<file path="src/rtl/instruction_fetch_stage_if.sv">
// Fetch-stage bus bundle: hazard/branch inputs, instruction memory port and IF/ID outputs.
// FETCH_PERF_COUNTERS_EN adds the fetch/stall counter outputs.
interface instruction_fetch_stage_if;
    logic        i_stall;
    logic        i_branch_taken;
    logic [31:0] i_branch_target;
    logic [31:0] i_instruction;
    logic [31:0] o_read_address;
    logic [31:0] o_ifid_pc;
    logic [31:0] o_ifid_instruction;
    logic        o_ifid_valid;
    logic        o_halted;
    logic        o_misaligned;
`ifdef FETCH_PERF_COUNTERS_EN
    logic [31:0] o_fetch_count;
    logic [31:0] o_stall_count;
`endif

    // master is the fetch stage itself; slave is the surrounding pipeline/memory.
    modport master (
        input  i_stall, i_branch_taken, i_branch_target, i_instruction,
        output o_read_address, o_ifid_pc, o_ifid_instruction, o_ifid_valid,
               o_halted, o_misaligned
`ifdef FETCH_PERF_COUNTERS_EN
        , output o_fetch_count, o_stall_count
`endif
    );

    modport slave (
        output i_stall, i_branch_taken, i_branch_target, i_instruction,
        input  o_read_address, o_ifid_pc, o_ifid_instruction, o_ifid_valid,
               o_halted, o_misaligned
`ifdef FETCH_PERF_COUNTERS_EN
        , input o_fetch_count, o_stall_count
`endif
    );
endinterface

</file>
<file path="src/rtl/instruction_fetch_stage.sv">
// PC + IF/ID register; zero-latency memory read, IF/ID updates on the edge after ReadAddress.
// Stall holds PC and IF/ID; branches redirect and flush. FETCH_PERF_COUNTERS_EN adds counters.
module instruction_fetch_stage #(
    parameter logic [31:0] RESET_PC  = 32'h0000_0000,
    parameter int unsigned MEM_WORDS = 32,
    parameter logic [31:0] NOP_INSTR = 32'h0000_0013
) (
    input  logic                        i_clk,
    input  logic                        i_rst,
    instruction_fetch_stage_if.master   bus
);

    localparam logic [31:0] MEM_BYTES = 32'(MEM_WORDS * 4);
    localparam logic [31:0] LAST_PC   = 32'((MEM_WORDS - 1) * 4);

    typedef enum logic [1:0] {
        ST_BOOT  = 2'd0,
        ST_FETCH = 2'd1,
        ST_HALT  = 2'd2
    } state_t;

    state_t      r_state;
    logic [31:0] r_pc;
    logic [31:0] r_ifid_pc;
    logic [31:0] r_ifid_instruction;
    logic        r_ifid_valid;
    logic        r_halted;
    logic        r_misaligned;
`ifdef FETCH_PERF_COUNTERS_EN
    logic [31:0] r_fetch_count;
    logic [31:0] r_stall_count;
`endif

    logic w_target_legal;
    logic w_at_last;

    assign w_target_legal = (bus.i_branch_target[1:0] == 2'b00) &&
                            (bus.i_branch_target < MEM_BYTES);
    assign w_at_last      = (r_pc == LAST_PC);

    always_ff @(posedge i_clk) begin
        if (i_rst) begin
            r_state            <= ST_BOOT;
            r_pc               <= RESET_PC;
            r_ifid_pc          <= 32'h0;
            r_ifid_instruction <= NOP_INSTR;
            r_ifid_valid       <= 1'b0;
            r_halted           <= 1'b0;
            r_misaligned       <= 1'b0;
`ifdef FETCH_PERF_COUNTERS_EN
            r_fetch_count      <= 32'h0;
            r_stall_count      <= 32'h0;
`endif
        end else begin
            case (r_state)
                ST_BOOT: begin
                    r_state <= ST_FETCH;
                end
                ST_FETCH: begin
                    if (bus.i_branch_taken) begin
                        r_ifid_instruction <= NOP_INSTR;
                        r_ifid_valid       <= 1'b0;
                        if (w_target_legal) begin
                            r_pc <= bus.i_branch_target;
                        end else begin
                            r_misaligned <= 1'b1;
                            r_halted     <= 1'b1;
                            r_state      <= ST_HALT;
                        end
                    end else if (bus.i_stall) begin
`ifdef FETCH_PERF_COUNTERS_EN
                        r_stall_count <= r_stall_count + 32'd1;
`endif
                    end else begin
                        r_ifid_pc          <= r_pc;
                        r_ifid_instruction <= bus.i_instruction;
                        r_ifid_valid       <= 1'b1;
`ifdef FETCH_PERF_COUNTERS_EN
                        r_fetch_count      <= r_fetch_count + 32'd1;
`endif
                        // The last word is delivered, then the PC parks on it.
                        if (w_at_last) begin
                            r_halted <= 1'b1;
                            r_state  <= ST_HALT;
                        end else begin
                            r_pc <= r_pc + 32'd4;
                        end
                    end
                end
                ST_HALT: begin
                    if (!bus.i_stall) begin
                        r_ifid_instruction <= NOP_INSTR;
                        r_ifid_valid       <= 1'b0;
                    end
                end
                default: begin
                    r_state <= ST_BOOT;
                end
            endcase
        end
    end

    assign bus.o_read_address     = r_pc;
    assign bus.o_ifid_pc          = r_ifid_pc;
    assign bus.o_ifid_instruction = r_ifid_instruction;
    assign bus.o_ifid_valid       = r_ifid_valid;
    assign bus.o_halted           = r_halted;
    assign bus.o_misaligned       = r_misaligned;
`ifdef FETCH_PERF_COUNTERS_EN
    assign bus.o_fetch_count      = r_fetch_count;
    assign bus.o_stall_count      = r_stall_count;
`endif

endmodule
</file>
<file path="src/flat_wrapper.sv">
// flat-port wrapper written by rule: the top's interface ports become plain ports
module instruction_fetch_stage_flat 
#(
    parameter logic [31:0] RESET_PC  = 32'h0000_0000,
    parameter int unsigned MEM_WORDS = 32,
    parameter logic [31:0] NOP_INSTR = 32'h0000_0013
)
  (i_clk, i_rst, bus_i_stall, bus_i_branch_taken, bus_i_branch_target, bus_i_instruction, bus_o_read_address, bus_o_ifid_pc, bus_o_ifid_instruction, bus_o_ifid_valid, bus_o_halted, bus_o_misaligned);
  instruction_fetch_stage_if bus_i ();
  input  logic i_clk;
  input  logic i_rst;
  input wire logic [$bits(bus_i.i_stall)-1:0] bus_i_stall;
  input wire logic [$bits(bus_i.i_branch_taken)-1:0] bus_i_branch_taken;
  input wire logic [$bits(bus_i.i_branch_target)-1:0] bus_i_branch_target;
  input wire logic [$bits(bus_i.i_instruction)-1:0] bus_i_instruction;
  output wire logic [$bits(bus_i.o_read_address)-1:0] bus_o_read_address;
  output wire logic [$bits(bus_i.o_ifid_pc)-1:0] bus_o_ifid_pc;
  output wire logic [$bits(bus_i.o_ifid_instruction)-1:0] bus_o_ifid_instruction;
  output wire logic [$bits(bus_i.o_ifid_valid)-1:0] bus_o_ifid_valid;
  output wire logic [$bits(bus_i.o_halted)-1:0] bus_o_halted;
  output wire logic [$bits(bus_i.o_misaligned)-1:0] bus_o_misaligned;
  assign bus_i.i_stall = bus_i_stall;
  assign bus_i.i_branch_taken = bus_i_branch_taken;
  assign bus_i.i_branch_target = bus_i_branch_target;
  assign bus_i.i_instruction = bus_i_instruction;
  assign bus_o_read_address = bus_i.o_read_address;
  assign bus_o_ifid_pc = bus_i.o_ifid_pc;
  assign bus_o_ifid_instruction = bus_i.o_ifid_instruction;
  assign bus_o_ifid_valid = bus_i.o_ifid_valid;
  assign bus_o_halted = bus_i.o_halted;
  assign bus_o_misaligned = bus_i.o_misaligned;
  instruction_fetch_stage #(.RESET_PC(RESET_PC), .MEM_WORDS(MEM_WORDS), .NOP_INSTR(NOP_INSTR)) u_core (.i_clk(i_clk), .i_rst(i_rst), .bus(bus_i));
endmodule
</file>
<file path="config.mk">
export PLATFORM = sky130hd
export DESIGN_NAME = instruction_fetch_stage_flat
export DESIGN_NICKNAME = d
export VERILOG_FILES = /design/src/rtl/instruction_fetch_stage_if.sv /design/src/rtl/instruction_fetch_stage.sv /design/src/flat_wrapper.sv
export SDC_FILE = /design/constraint.sdc
export NUM_CORES = 1
export LEC_CHECK = 0
export BUFFER_PORTS_ARGS = -buffer_cell sky130_fd_sc_hd__buf_4
export CAP_MARGIN = 20
export CORE_MARGIN = 4
export CORE_UTILIZATION = 53
export CTS_CLUSTER_DIAMETER = 60
export CTS_CLUSTER_SIZE = 24
export DETAILED_ROUTE_END_ITERATION = 10
export HOLD_SLACK_MARGIN = 0.1
export PLACE_DENSITY = 0.85
export SYNTH_ARGS = -nofsm -noshare
export SYNTH_HDL_FRONTEND = slang
export SYNTH_SLANG_ARGS = --single-unit
</file>
<file path="constraint.sdc">
create_clock -name i_clk -period 4.4 [get_ports i_clk]
set_input_delay 0.22 -clock i_clk [delete_from_list [all_inputs] [get_ports i_clk]]
set_output_delay 0.22 -clock i_clk [all_outputs]
set_load 0.03 [all_outputs]
</file>
==> results of run 1 <==
==> cell families (layout without fill, tap and decap cells) <==
group | after synthesis | after routing | synth area share [%]
buf+inv | 54 | 191 | 5.58
mux | 2 | 2 | 0.444
fa+ha+maj | 1 | 1 | 0.277
compound gates | 176 | 176 | 23.6
simple gates | 239 | 239 | 25.2
flops | 101 | 101 | 44.8
==> worst min path at each step <==
stage	start	endpoint	slack (ps)	depth (start not counted)
global placement	u_core.bus.o_ifid_instruction[16]	u_core.bus.o_ifid_instruction[16]	440	2
CTS	bus_i_instruction[0]	u_core.bus.o_ifid_instruction[0]	100	3
floorplan	bus_i_instruction[0]	u_core.bus.o_ifid_instruction[0]	370	2
finish	bus_i_instruction[4]	u_core.bus.o_ifid_instruction[4]	100	3
detailed placement	u_core.bus.o_ifid_pc[21]	u_core.bus.o_ifid_pc[21]	450	2
global route	bus_i_instruction[11]	u_core.bus.o_ifid_instruction[11]	110	3
==> routing by layer <==
metal / part of all wire (%) / routed length, um
met1: 40 / 5310
met2: 48 / 6390
met3: 10 / 1360
met4: 1.5 / 204
met5: 0 / 0
==> cell type report <==
type / instances / share of cell area, %
repair buffers: 173 / 22.2
multi-input cells: 418 / 37.9
inverters: 3 / 0.190
clock inverters: 3 / 0.783
flip-flops and latches: 101 / 34.2
well taps: 105 / 2.22
clock buffers: 12 / 2.45
==> cells in the mapped netlist (all sizes together) (6+ instances only) <==
cell type,number
nand3,18
a211oi,7
o21ai,36
and2,6
a21oi,75
a31oi,11
buf,16
nand2b,6
nor4,19
nor2,46
nor3,6
nand4,8
o31ai,6
a22oi,23
nand2,109
clkbuf,35
and3,8
dfxtp,101
==> cell usage in the layout, fill, tap and decap left out, types with 3 or more instances in the layout <==
master / synthesis / routed
a22oi_1: 23 / 23
nand4_1: 7 / 7
buf_4: 1 / 169
a211oi_2: 5 / 5
o41ai_1: 4 / 4
o22ai_1: 5 / 5
and2_1: 6 / 6
a41oi_1: 3 / 3
nand2_1: 109 / 109
a21oi_1: 74 / 74
nand3_1: 17 / 17
and3_1: 8 / 8
and4_1: 4 / 4
nor3_1: 6 / 5
o31ai_1: 6 / 6
nor2_1: 46 / 45
a31oi_1: 11 / 11
o21ai_0: 36 / 36
dfxtp_1: 101 / 101
nor4_1: 16 / 16
clkbuf_8: 0 / 10
nand2b_1: 6 / 6
==> timing repair <==
item,in CTS,in global routing
setup buffers,0,0
hold endpoints to repair,1,1
hold buffers,1,1
==> sequential cells by signal (all words and copies together) (netlist names) <==
| name | cells |
|---|---|
| u_core.r_state | 2 |
| u_core.bus.o_ifid_pc | 32 |
| u_core.bus.o_ifid_instruction | 32 |
| u_core.bus.o_misaligned | 1 |
| u_core.bus.o_halted | 1 |
| u_core.bus.o_ifid_valid | 1 |
| u_core.bus.o_read_address | 32 |
==> report_power, final <==
part / leakage, nW / internal (mW) / switching (mW) / total (mW)
combinational: 1.43 / 0.104 / 0.153 / 0.258
sequential: 0.817 / 0.935 / 0.0249 / 0.960
clock: 0.0927 / 0.277 / 0.303 / 0.581
==> critical path: cells and delay by family, from the launching register on <==
family,cells,cell delay (ps)
AND/OR/NAND/NOR,4,1290
AO/OA/AOI/OAI,2,250
buffers and inverters,1,310
adder cells (fa/ha/maj),1,310
flip-flops,1,470
==> stage by stage <==
stage | worst slack [ps] | power, mW
after floorplan | 1950 | 1.13
after global placement | 1760 | 1.23
after detailed placement | 1680 | 1.23
after CTS | 1640 | 1.81
after global routing | 1430 | 1.88
final | 1610 | 1.80
==> impl_metrics.py, run 1 <==
metrics = {
    "finish": {
        "layout-drive-gt1-share_pct": 28.3,
        "antenna_cells": 0,
        "multi_input_area_um2": 2240,
        "nFillCells": 667,
        "final_cells": 815,
        "fin_util_pct": 71.6,
        "syn2layout_area_growth_pct": 31.2,
        "layout.nets": 775,
        "seqCellArea_um2": 2020,
        "final_area_um2": 5910,
    },
    "yosys": {
        "ys_types": 49,
        "syn_inst": 573,
        "ys_ff_latch": 101,
        "synth_nets": 642,
        "ys_warn_count": 0,
        "synth_top_cells_by_area": "dfxtp_1 45%, nand2_1 9.1%, a21oi_1 8.2%",
        "synth_top_area_share_pct": 44.8,
        "synth_edf_count": 0,
        "yosys.area.top_type": "dfxtp_1",
        "syn_avg_cell_area_um2": 7.87,
        "synth-async-reset-ratio_pct": 0,
        "synth_area_um2": 4510,
        "synth_flop_cell": "dfxtp_1",
        "synth-seq-area-share_pct": 44.8,
    },
    "clock_tree": {
        "path_clk_slew_ps": 100,
        "clk_path_buf_depth": 2,
        "cts_tree": "yes",
        "cts_sinks": 101,
        "htreeDepth": 3,
        "root_buffer": "clkbuf_8",
        "clock_latency_ps": 360,
        "cts_buffers": 9,
        "postCtsResizedCells": 0,
    },
    "job": {
        "maxCapViolations": 0,
    },
    "place": {
        "io_buffers": 166,
        "gp_congestion": 0.902,
        "hpwl_mm": 9.29,
        "placedCellCount": 797,
        "dpl-instance-area_um2": 5690,
    },
    "setup_path": {
        "r2r_slack_ps": 1610,
        "cp_slowest_stage_delay_ps": 470,
        "r2r-end": "u_core.bus.o_read_address[12]",
        "startpoint": "u_core.bus.o_read_address[3]",
        "crit_type": "reg2reg",
        "worstPathMaxFanout": 19,
        "cpMaxStageDelayCell": "dfxtp_1",
        "path_cells": "ha_1 > and4_1 > nand4_1 > or4_4 > and3_1 > buf_4 > a21oi_1 > a211oi_2",
        "crit_arrival_ps": 2990,
        "cp-endpoint": "u_core.bus.o_read_address[12]",
        "r2r_start": "u_core.bus.o_read_address[3]",
        "reg2regPathDepth": 8,
        "crit_required_ps": 4600,
        "start_kind": "register",
        "end_kind": "register",
    },
    "sta": {
        "hold_viol": 0,
        "drv_slew": 0,
        "setup_violations": 0,
        "hold-worst-slack_ps": 97.9,
        "fin_worst_skew_ps": 11.7,
        "fin_crit_sh_pct": 63.4,
        "rsz0062_at_grt": "false",
        "relSlewSlack_pct": 30.9,
        "period_needed_ps": 2790,
        "fin_setup_tns_ps": 0,
        "fmax_mhz": 359,
        "worstMarginPinSlew_ps": 1040,
    },
    "global_routing": {
        "grt_pass1_wl_mm": 21.8,
        "antenna_found_initial": 0,
        "grt_overflow_total": 0,
        "use_met2_pct": 43.0,
        "grt_max_degree": 101,
        "grt_busiest_layer": "met2",
        "grt_pass1_vias": 4594,
        "grt_util_met3_pct": 8.76,
        "met1_usage_pct": 33.2,
        "track_usage_pct": 26.2,
    },
    "floorplan": {
        "rows": 33,
        "die_h_um": 100,
        "start_util_pct": 54.6,
        "coreArea_um2": 8260,
        "ios": 167,
        "die_w_um": 100,
        "design.die.area_um2": 10000,
    },
    "detailed_routing": {
        "drc": 0,
        "drt_iter0_drc": 498,
        "routed_via_density": 5.85,
        "drt.antenna.violating_nets": 0,
        "vias": 4769,
        "wl_mm": 13.3,
        "avgRoutedWirePerCell_um": 16.3,
        "firstDrtPassIters": 6,
    },
    "min_path": {
        "worstHoldPathType": "in2reg",
    },
    "pwr": {
        "irDropWorstVdd_mv": 0.268,
        "p_leak_nw": 2.34,
        "p_per_area_nw_per_um2": 304,
    },
    "outcome": {
        "status": "complete, no violations",
    },
}
No activity file was read; power rests on OpenSTA's default activity.
==> inputs of run 2 (changes only) <==
--- a/config.mk
+++ b/config.mk
@@ -5,15 +5,16 @@
 export SDC_FILE = /design/constraint.sdc
 export NUM_CORES = 1
 export LEC_CHECK = 0
+export ABC_AREA = 1
 export BUFFER_PORTS_ARGS = -buffer_cell sky130_fd_sc_hd__buf_4
 export CAP_MARGIN = 20
 export CORE_MARGIN = 4
-export CORE_UTILIZATION = 53
+export CORE_UTILIZATION = 46
 export CTS_CLUSTER_DIAMETER = 60
 export CTS_CLUSTER_SIZE = 24
 export DETAILED_ROUTE_END_ITERATION = 10
 export HOLD_SLACK_MARGIN = 0.1
-export PLACE_DENSITY = 0.85
+export PLACE_DENSITY = 0.77
 export SYNTH_ARGS = -nofsm -noshare
 export SYNTH_HDL_FRONTEND = slang
 export SYNTH_SLANG_ARGS = --single-unit
==> constraint.sdc (replaced) <==
create_clock -name i_clk -period 2.5 [get_ports i_clk]
set_input_delay 0.125 -clock i_clk [delete_from_list [all_inputs] [get_ports i_clk]]
set_output_delay 0.125 -clock i_clk [all_outputs]
set_load 0.03 [all_outputs]
==> run 2 against run 1 <==
Net effect:
- worst hold slack better by 14 ps
- combinational power rose to 3.3 times the previous value
- final cell count grew 35%
- non-clock buffer count is 40 higher
- die area is 23% higher
- cell area increased by 15%
- flip-flop and latch count unchanged
- sequential power increased by 84%
- routed wire length grew 22%
- register-to-register slack worse by 1100 ps
- global-route usage decreased by 0.055 points
- critical path type is now in2reg
- critical endpoint is now u_core.bus.o_read_address[28]
- largest cell class unchanged
- largest power group unchanged
- highest routed layer unchanged
==> impl_metrics.py, run 2 <==
metrics = {
    "finish": {
        "final_area_um2": 6830,
        "layout_commonest_cell": "nand2_1",
        "layout-drive-gt1-share_pct": 21.2,
        "final_cell_mix": "287 x nand2_1, 171 x buf_4, 105 x nor2_1, 101 x dfxtp_1, 82 x a21oi_1",
        "final_cells": 1099,
        "layout.nets": 1027,
        "nFillCells": 936,
        "antenna_cells": 0,
        "syn2layout_area_growth_pct": 39.3,
    },
    "yosys": {
        "synth_top_area_share_pct": 41.2,
        "synth_edf_count": 0,
        "ys_ff_latch": 101,
        "synth_top_cells_by_area": "dfxtp_1 41%, nand2_1 22%, a21oi_1 8.4%",
        "synth-seq-area-share_pct": 41.2,
        "ys_warn_count": 0,
        "synth_area_um2": 4900,
        "synth-async-reset-ratio_pct": 0,
        "synth_common_cells": "287 x nand2_1, 105 x nor2_1, 101 x dfxtp_1",
        "yosysMostFrequentCell": "nand2_1",
        "yosys.area.top_type": "dfxtp_1",
        "synth_flop_cell": "dfxtp_1",
        "syn_avg_cell_area_um2": 6.39,
        "synth_nets": 836,
        "ys_types": 33,
        "syn_inst": 767,
    },
    "sta": {
        "fin_worst_skew_ps": 12.3,
        "fmax_mhz": 488,
        "fin_crit_sh_pct": 82.0,
        "fin_setup_tns_ps": 0,
        "rsz0062_at_grt": "false",
        "final.setup.worst_slack_ps": 451,
        "worstMarginPinSlew_ps": 461,
        "setup_violations": 0,
        "drv_slew": 0,
        "hold_viol": 0,
        "relSlewSlack_pct": 69.2,
        "period_needed_ps": 2050,
    },
    "setup_path": {
        "worstPathMaxFanout": 19,
        "start_kind": "input pin",
        "crit_type": "in2reg",
        "r2r_slack_ps": 480,
        "path_buf_inv": 3,
        "crit_top_cell": "nand2_1",
        "cp_slowest_stage_delay_ps": 540,
        "end_kind": "register",
        "crit_required_ps": 2800,
        "crit_arrival_ps": 2340,
        "cpMaxStageDelayCell": "dlygate4sd3_1",
        "path_cells": "dlygate4sd3_1 > buf_4 > nor2_1 > nand2_1 > nor2_1 > nand3_1 > nand2_1 > nand2_2 > nor2_4 > buf_12 > nand2_1 > a21oi_1",
        "critical-path-top-delay-family": "simple AND/OR/NAND/NOR gates",
    },
    "pwr": {
        "p_int_mw": 2.46,
        "seq_power_share_pct": 48.4,
        "pwr-share-clk_pct": 28.5,
        "p_switching_mw": 1.21,
        "irDropWorstVdd_mv": 0.343,
        "p_per_area_nw_per_um2": 537,
        "switching_share_pct": 33.0,
        "p_leak_nw": 3.02,
        "p_comb_share_pct": 23.1,
    },
    "global_routing": {
        "grt_max_degree": 83,
        "grt_pass1_vias": 5416,
        "track_usage_pct": 26.1,
        "grt_pass1_wl_mm": 26.9,
        "antenna_found_initial": 0,
        "grt_overflow_total": 0,
    },
    "floorplan": {
        "coreArea_um2": 10400,
        "die_h_um": 111,
        "design.die.area_um2": 12400,
        "die_w_um": 111,
        "start_util_pct": 47.3,
        "rows": 37,
        "ios": 167,
    },
    "clock_tree": {
        "clock_latency_ps": 370,
        "htreeDepth": 3,
        "path_clk_slew_ps": 110,
        "cts_setup_buffers": 0,
        "cts_buffers": 9,
        "postCtsResizedCells": 0,
        "clk_path_buf_depth": 2,
        "cts_tree": "yes",
        "root_buffer": "clkbuf_8",
        "cts_sinks": 101,
    },
    "place": {
        "hpwl_mm": 11.2,
        "io_buffers": 166,
        "place_worst_setup_slack_ps": 498,
        "gp_congestion": 0.981,
        "dpl-instance-area_um2": 6220,
        "placedCellCount": 1043,
    },
    "detailed_routing": {
        "avgRoutedWirePerCell_um": 14.7,
        "drt.antenna.violating_nets": 0,
        "wl_mm": 16.2,
        "drt_iter0_drc": 461,
        "vias": 5675,
        "routed_via_density": 5.16,
        "drc": 0,
        "firstDrtPassIters": 6,
    },
    "min_path": {
        "worstHoldPathType": "in2reg",
    },
    "job": {
        "maxCapViolations": 0,
    },
    "outcome": {
        "status": "complete, no violations",
    },
}
==> run 2: cell types whose count changed in the layout (fill, tap and decap cells not counted), moves of 16 or more <==
cell and delta:
a22oi_1 -23, dlygate4sd3_1 +38, inv_1 +40, nand2_1 +178
nand3_1 +17, nor2_1 +60, nor4_1 -16
==> run 2: path summary, 6_finish.rpt <==
path | start | end | cells past startpoint
setup / recovery | bus_i_branch_target[30] | u_core.bus.o_read_address[28] | 12
setup reg to reg | u_core.bus.o_read_address[3] | u_core.bus.o_read_address[28] | 9
hold reg to reg | u_core.bus.o_halted | u_core.bus.o_halted | 2
hold / removal | bus_i_branch_target[17] | u_core.bus.o_read_address[17] | 5
==> run 2: layout make-up <==
cell class | instances | area, um2 | share of cell area, %
Sequential cell | 101 | 2020 | 29.6
Clock buffer | 10 | 138 | 2.02
Inverter | 49 | 184 | 2.69
Timing Repair Buffer | 213 | 1720 | 25.2
Tap cell | 136 | 170 | 2.49
Clock inverter | 6 | 66.3 | 0.971
Multi-Input combinational cell | 584 | 2520 | 37.0
==> run 2: per-layer routing <==
layer / global-route usage (%) / wire length, um / up-vias
met4: 8.11 / 310 / 0
met2: 42.6 / 7390 / 250
li1: - / - / 2832
met5: 0 / 0 / -
met1: 34.5 / 7070 / 2563
met3: 5.84 / 1420 / 30
==> run 2: cells by family (layout without fill, tap and decap cells) <==
family | after synthesis | in the layout | synth area share (%)
flip-flops | 101 | 101 | 41.2
multiplexers | 1 | 1 | 0.204
adder cells (fa/ha/maj) | 1 | 1 | 0.255
AO/OA/AOI/OAI | 139 | 139 | 14.6
buffers and inverters | 82 | 278 | 7.27
AND/OR/NAND/NOR | 438 | 438 | 35.5
XOR/XNOR | 5 | 5 | 0.893
==> run 2: what timing repair did <==
| action | 4_1_cts | 5_1_grt |
|---|---|---|
| endpoints found under the hold margin | 40 | 0 |
| setup endpoints to repair | 0 | 0 |
| hold buffers | 40 | 0 |
==> run 2: power by group through the flow <==
stage               clock, mW  combinational, mW  sequential (mW)
detailed placement          0              0.791             1.81
global placement            0              0.785             1.81
CTS                      1.07              0.842             1.77
floorplan                   0              0.300             1.98
global route             1.13              0.919             1.79
finish                   1.05              0.848             1.77
==> run 2: per-stage QoR <==
step	total power [mW]	hold slack, ps	utilization [%]
finish	3.67	112	65.9
detailed placement	2.60	348	60.0
CTS	3.68	103	65.9
floorplan	2.28	255	-
global route	3.84	121	65.9
global placement	2.59	343	60.0
==> run 2: tightest hold or removal path: stages <==
cell and delay [ps]:
buf_4 90, nand2_1 60, nand2_1 70, nor2_1 30, nor2_1 70
